<file path="src/rtl/lsu_pkg.sv">
// Shared types, width codes and store-merge helper for the load/store unit.
// Imported by the top level and by the load-alignment sub-module.
package lsu_pkg;

  typedef enum logic [2:0] {
    S_IDLE,
    S_LOAD,
    S_RMW,
    S_STORE,
    S_RESP
  } state_t;

  localparam logic [2:0] F3_B  = 3'b000;
  localparam logic [2:0] F3_H  = 3'b001;
  localparam logic [2:0] F3_W  = 3'b010;
  localparam logic [2:0] F3_BU = 3'b100;
  localparam logic [2:0] F3_HU = 3'b101;

  // Loads accept all five width codes; stores have no unsigned variants.
  function automatic logic funct3_legal(input logic write, input logic [2:0] funct3);
    logic ok;
    ok = 1'b0;
    case (funct3)
      F3_B, F3_H, F3_W: ok = 1'b1;
      F3_BU, F3_HU:     ok = !write;
      default:          ok = 1'b0;
    endcase
    return ok;
  endfunction

  // Halves need addr[0]=0, words need addr[1:0]=0; bytes are always aligned.
  function automatic logic funct3_misaligned(input logic [2:0] funct3, input logic [1:0] addr_lo);
    logic bad;
    bad = 1'b0;
    case (funct3[1:0])
      2'b01:   bad = addr_lo[0];
      2'b10:   bad = (addr_lo != 2'b00);
      default: bad = 1'b0;
    endcase
    return bad;
  endfunction

  // Replace the addressed lane of a memory word with the low store bits.
  function automatic logic [31:0] merge_store(input logic [31:0] word,
                                              input logic [31:0] wdata,
                                              input logic [1:0]  addr_lo,
                                              input logic [2:0]  funct3);
    logic [31:0] merged;
    merged = word;
    case (funct3)
      F3_B: merged[{addr_lo, 3'b000} +: 8] = wdata[7:0];
      F3_H: begin
        if (addr_lo[1]) merged[31:16] = wdata[15:0];
        else            merged[15:0]  = wdata[15:0];
      end
      default: merged = wdata;
    endcase
    return merged;
  endfunction

endpackage

</file>
<file path="src/rtl/lsu_load_align.sv">
// Load-lane extraction: selects the addressed byte or half of a memory word
// and sign- or zero-extends it according to the RV32 width code.
module lsu_load_align
  import lsu_pkg::*;
(
  input  logic [31:0] rdata,
  input  logic [1:0]  addr_lo,
  input  logic [2:0]  funct3,
  output logic [31:0] value
);

  logic [7:0]  byte_lane;
  logic [15:0] half_lane;

  // NOTE: every output of a combinational block gets a default first so no latch is inferred.
  always_comb begin
    byte_lane = rdata[{addr_lo, 3'b000} +: 8];
    half_lane = addr_lo[1] ? rdata[31:16] : rdata[15:0];
    value     = rdata;
    case (funct3)
      F3_B:    value = {{24{byte_lane[7]}}, byte_lane};
      F3_BU:   value = {24'd0, byte_lane};
      F3_H:    value = {{16{half_lane[15]}}, half_lane};
      F3_HU:   value = {16'd0, half_lane};
      default: value = rdata;
    endcase
  end

endmodule

</file>
<file path="src/rtl/load_store_unit.sv">
// RV32 load/store initiator for a word-wide memory without byte enables.
// Sub-word stores run as read-modify-write; faults answer in one cycle.
module load_store_unit
  import lsu_pkg::*;
#(
  parameter int unsigned MEM_BYTES = 1024
) (
  input  logic        clk,
  input  logic        rst_n,
  input  logic        req_valid,
  output logic        req_ready,
  input  logic        req_write,
  input  logic [2:0]  req_funct3,
  input  logic [31:0] req_addr,
  input  logic [31:0] req_wdata,
  output logic        resp_valid,
  output logic [31:0] resp_rdata,
  output logic        resp_misaligned,
  output logic        resp_illegal,
  output logic [31:0] mem_addr,
  output logic [31:0] mem_write_data,
  output logic        mem_read,
  output logic        mem_write,
  input  logic [31:0] mem_read_data
);

  state_t      state;
  logic [2:0]  funct3_q;
  logic [31:0] addr_q;
  logic [31:0] wdata_q;
  logic [31:0] wbuf;
  logic [31:0] load_value;
  logic        req_illegal;
  logic        req_misaligned;

  assign req_illegal    = !funct3_legal(req_write, req_funct3) ||
                          (req_addr >= 32'(MEM_BYTES));
  assign req_misaligned = funct3_misaligned(req_funct3, req_addr[1:0]);

  lsu_load_align u_load_align (
    .rdata   (mem_read_data),
    .addr_lo (addr_q[1:0]),
    .funct3  (funct3_q),
    .value   (load_value)
  );

  // Strobes are gated by rst_n so a reset edge can never coincide with a memory write.
  assign req_ready      = rst_n && (state == S_IDLE);
  assign mem_read       = rst_n && ((state == S_LOAD) || (state == S_RMW));
  assign mem_write      = rst_n && (state == S_STORE);
  assign mem_addr       = {addr_q[31:2], 2'b00};
  assign mem_write_data = wbuf;

  // NOTE: sequential state uses non-blocking assignments so every register samples pre-edge values.
  always_ff @(posedge clk) begin
    if (!rst_n) begin
      state           <= S_IDLE;
      resp_valid      <= 1'b0;
      resp_rdata      <= 32'd0;
      resp_misaligned <= 1'b0;
      resp_illegal    <= 1'b0;
      wbuf            <= 32'd0;
      funct3_q        <= 3'd0;
      addr_q          <= 32'd0;
      wdata_q         <= 32'd0;
    end else begin
      resp_valid <= 1'b0;
      case (state)
        S_IDLE: begin
          if (req_valid) begin
            funct3_q <= req_funct3;
            addr_q   <= req_addr;
            wdata_q  <= req_wdata;
            if (req_illegal || req_misaligned) begin
              resp_valid      <= 1'b1;
              resp_rdata      <= 32'd0;
              resp_illegal    <= req_illegal;
              resp_misaligned <= !req_illegal;
              state           <= S_RESP;
            end else if (!req_write) begin
              state <= S_LOAD;
            end else if (req_funct3 == F3_W) begin
              wbuf  <= req_wdata;
              state <= S_STORE;
            end else begin
              state <= S_RMW;
            end
          end
        end
        S_LOAD: begin
          resp_valid      <= 1'b1;
          resp_rdata      <= load_value;
          resp_illegal    <= 1'b0;
          resp_misaligned <= 1'b0;
          state           <= S_RESP;
        end
        S_RMW: begin
          wbuf  <= merge_store(mem_read_data, wdata_q, addr_q[1:0], funct3_q);
          state <= S_STORE;
        end
        S_STORE: begin
          resp_valid      <= 1'b1;
          resp_rdata      <= 32'd0;
          resp_illegal    <= 1'b0;
          resp_misaligned <= 1'b0;
          state           <= S_RESP;
        end
        S_RESP:  state <= S_IDLE;
        default: state <= S_IDLE;
      endcase
    end
  end

endmodule
</file>
<file path="config.mk">
export PLATFORM = sky130hd
export DESIGN_NAME = load_store_unit
export DESIGN_NICKNAME = d
export VERILOG_FILES = /design/src/rtl/lsu_pkg.sv /design/src/rtl/lsu_load_align.sv /design/src/rtl/load_store_unit.sv
export SDC_FILE = /design/constraint.sdc
export NUM_CORES = 1
export LEC_CHECK = 0
export BUFFER_PORTS_ARGS = -buffer_cell sky130_fd_sc_hd__buf_2
export CORE_MARGIN = 2
export CORE_UTILIZATION = 58
export DETAILED_ROUTE_END_ITERATION = 8
export PLACE_DENSITY_LB_ADDON = 0.12
export REMOVE_ABC_BUFFERS = 1
export SLEW_MARGIN = 40
export SYNTH_ARGS = -nofsm -noshare
export SYNTH_HDL_FRONTEND = slang
export SYNTH_HIERARCHICAL = 1
export SYNTH_SLANG_ARGS = --single-unit
</file>
<file path="constraint.sdc">
create_clock -name clk -period 3.6 [get_ports clk]
set_input_delay 0.72 -clock clk [delete_from_list [all_inputs] [get_ports clk]]
set_output_delay 0.72 -clock clk [all_outputs]
set_load 0.01 [all_outputs]
</file>
==> results.json <==
{
  "status": "completed",
  "grt_max_degree": 123,
  "crit_family": "buffers and inverters",
  "min_period_ns": 2.69,
  "clk_latency_ns": 0.43,
  "pin_count": 205,
  "grt.total_usage_pct": 31.5,
  "num_rows": 41,
  "path_cells": "nor2_1 -> and2_1 -> buf_4 -> o21a_1 -> buf_2",
  "port_buffers": 202,
  "cp_max_fo": 46,
  "leakagePower_nw": 3.85,
  "post_cts_buffers": 0,
  "finalHoldViolCount": 0,
  "grt_first_pass_wirelength_um": 35700,
  "multi_input_area_um2": 4260,
  "final_critical_path_setup_slack_ns": 0.907,
  "cts_sinks": 137,
  "path_class": "flop to output port",
  "cts-root-buf": "clkbuf_16",
  "coreArea_um2": 12700,
  "syn2layout_area_growth_pct": 18.8,
  "use_met2_pct": 49.5,
  "cts_buffers": 17,
  "preCtsSetupSlack_ns": 0.666,
  "synth_edf_count": 0,
  "ys_top_cells_by_area": "dfxtp_1 36%, nand2_1 11%, a21boi_0 6.7%, o21ai_0 4.5%, clkbuf_1 3.2%",
  "cts_hold_buf": 0,
  "top_usage_layer": "met2",
  "synthArstFlopShare_pct": 0,
  "cts_tree": "yes",
  "crit_required_ns": 2.88,
  "synth_warnings": 6,
  "nets": 1205,
  "synth_top_area_share_pct": 35.9,
  "fmax_ghz": 0.371,
  "tightestPinTransition_ns": 0.810,
  "hold_ws_ns": 0.457,
  "initial_core_util_pct": 60.0,
  "skew_ns": 0.0101,
  "synth_area_leader_cell": "dfxtp_1",
  "cp-start-kind": "flop",
  "ys_ff_latch": 137,
  "clk_path_buf_depth": 2,
  "vias": 7570,
  "hp-class": "flop to flop",
  "dp_cells": 1248,
  "fin_area_um2": 9070,
  "fin_cells": 1279,
  "drtIter0Drc": 685,
  "max_slew_margin_pct": 45.9,
  "ant_nets": 0,
  "clk_pin_slew_ns": 0.06,
  "ys.flop_type": "dfxtp_1",
  "netlist_area_um2": 7640,
  "yosysSeqAreaShare_pct": 35.9,
  "die_area_um2": 14100,
  "cp_slowest_cell": "buf_4",
  "antenna_found_initial": 1,
  "grt_pass1_vias": 7159,
  "grtUsageMet3_pct": 8.25,
  "max_stage_delay_ns": 0.42,
  "finalSetupViolations": 0,
  "hpwl_um": 15200,
  "rsz0062_at_grt": "false",
  "placed_area_um2": 8480,
  "crit_path_end_kind": "output port",
  "use_met1_pct": 41.8,
  "drt-vias-per-instance": 5.92,
  "finalCritPeriodShare_pct": 74.8,
  "crit_arrival_ns": 1.97,
  "drt_first_pass_iters": 5,
  "tns_ns": 0,
  "gr-total-overflow": 0,
  "slew_viol_final": 0,
  "final.fill_count": 1147,
  "h-tree-depth": 4,
  "routed_wl_um": 22500,
  "die_h_um": 119,
  "regArea_um2": 2740,
  "drive_above_1_share_pct": 25.7,
  "synth.avg_cell_area_um2": 7.89,
  "place_congestion": 0.953,
  "postCtsResizedCells": 0,
  "wl_per_cell_um": 17.6,
  "drc": 0,
  "die_x_um": 119,
  "n_antenna_cell": 0,
  "synth_cell_types": 60,
  "ir_drop_uv": 292,
  "pwr_density_cell_nw_per_um2": 426,
  "worst-path-buf-inv": 2,
  "postSynthCellCount": 968,
  "cap_violations": 0
}
-- tightest hold or removal path, delay by kind of cell (launching register included) --
family,cells,cell delay [ns]
AO/OA/AOI/OAI,1,0.06
flip-flops,1,0.30
AND/OR/NAND/NOR,1,0.04
-- stage by stage --
stage,utilization [%],power (W)
final,71.3,0.00386
after global routing,71.3,0.00401
after CTS,71.2,0.00386
after detailed placement,66.7,0.00216
after global placement,66.6,0.00215
after floorplan,-,0.00192
-- worst paths after layout --
check | endpoint | start | slack, ns | cells past startpoint
worst max register to register | resp_rdata[20] | addr_q[0] | 0.96 | 6
worst max-delay path | mem_read | state[2] | 0.91 | 5
worst min register to register | addr_q[22] | addr_q[22] | 0.46 | 2
worst min-delay path | addr_q[22] | addr_q[22] | 0.46 | 2
-- synth_stat cells, types with 5 or more instances --
master,n
o221ai_1,13
inv_1,24
a221o_1,22
a22o_1,5
mux2i_1,18
a22oi_1,13
o21ai_0,69
buf_4,32
mux2_2,17
ha_1,7
buf_1,11
clkbuf_1,66
a21oi_1,20
nor3_1,6
nor4_1,6
nor2b_1,14
nor2_1,14
a211oi_1,7
and2_1,36
a21boi_0,68
o211ai_1,19
nand2_1,232
nand4_1,39
dfxtp_1,137
-- power breakdown --
group	total, W	leakage, nW	switching (W)	internal, W
clock	0.00172	0.268	0.000670	0.00105
sequential	0.00160	1.12	0.0000378	0.00156
combinational	0.000542	2.47	0.000328	0.000214
-- cells by family after synthesis --
logic type                 count (synthesis)  synth area share, %
AOI/OAI and AO/OA                        272                 25.6
DFF                                      137                 35.9
and+or+nand+nor                          376                 23.3
muxes                                     36                 5.16
buffers and inverters                    139                 8.83
other                                      1               0.0491
adders and majority gates                  7                 1.15
-- cell usage in the layout (no fill, tap or decap), drive strengths merged, types with 6 or more instances in the layout --
master,count
o21ai,73
clkbuf,21
o221ai,13
nor4,6
ha,7
dfxtp,137
inv,25
nand2,232
nor3,6
buf,222
nand4,40
a22oi,13
nor2,14
a211oi,8
nor2b,14
a21oi,20
a21boi,68
mux2i,18
and2,36
mux2,17
o211ai,19
a221o,22
-- flip-flops by register name (all words and copies together) (netlist names) --
register	flops
addr_q	32
funct3_q	3
mem_write_data	32
resp_illegal	1
resp_misaligned	1
resp_rdata	32
resp_valid	1
state	3
wdata_q	32
-- metal layers --
| layer | wire length [um] | part of all wire [%] |
|---|---|---|
| met5 | 16 | 0.071 |
| met4 | 441 | 2.0 |
| met1 | 9700 | 43 |
| met3 | 1980 | 8.8 |
| met2 | 10300 | 46 |
-- final cells by class --
cell class / count / area share (%)
multi-input cells: 693 / 46.9
flip-flops and latches: 137 / 30.2
repair buffers: 222 / 13.1
clock buffers: 21 / 5.07
well taps: 172 / 2.37
clock inverters: 10 / 1.32
inverters: 24 / 0.993
Note: power is estimated with default switching activity, not from simulation.
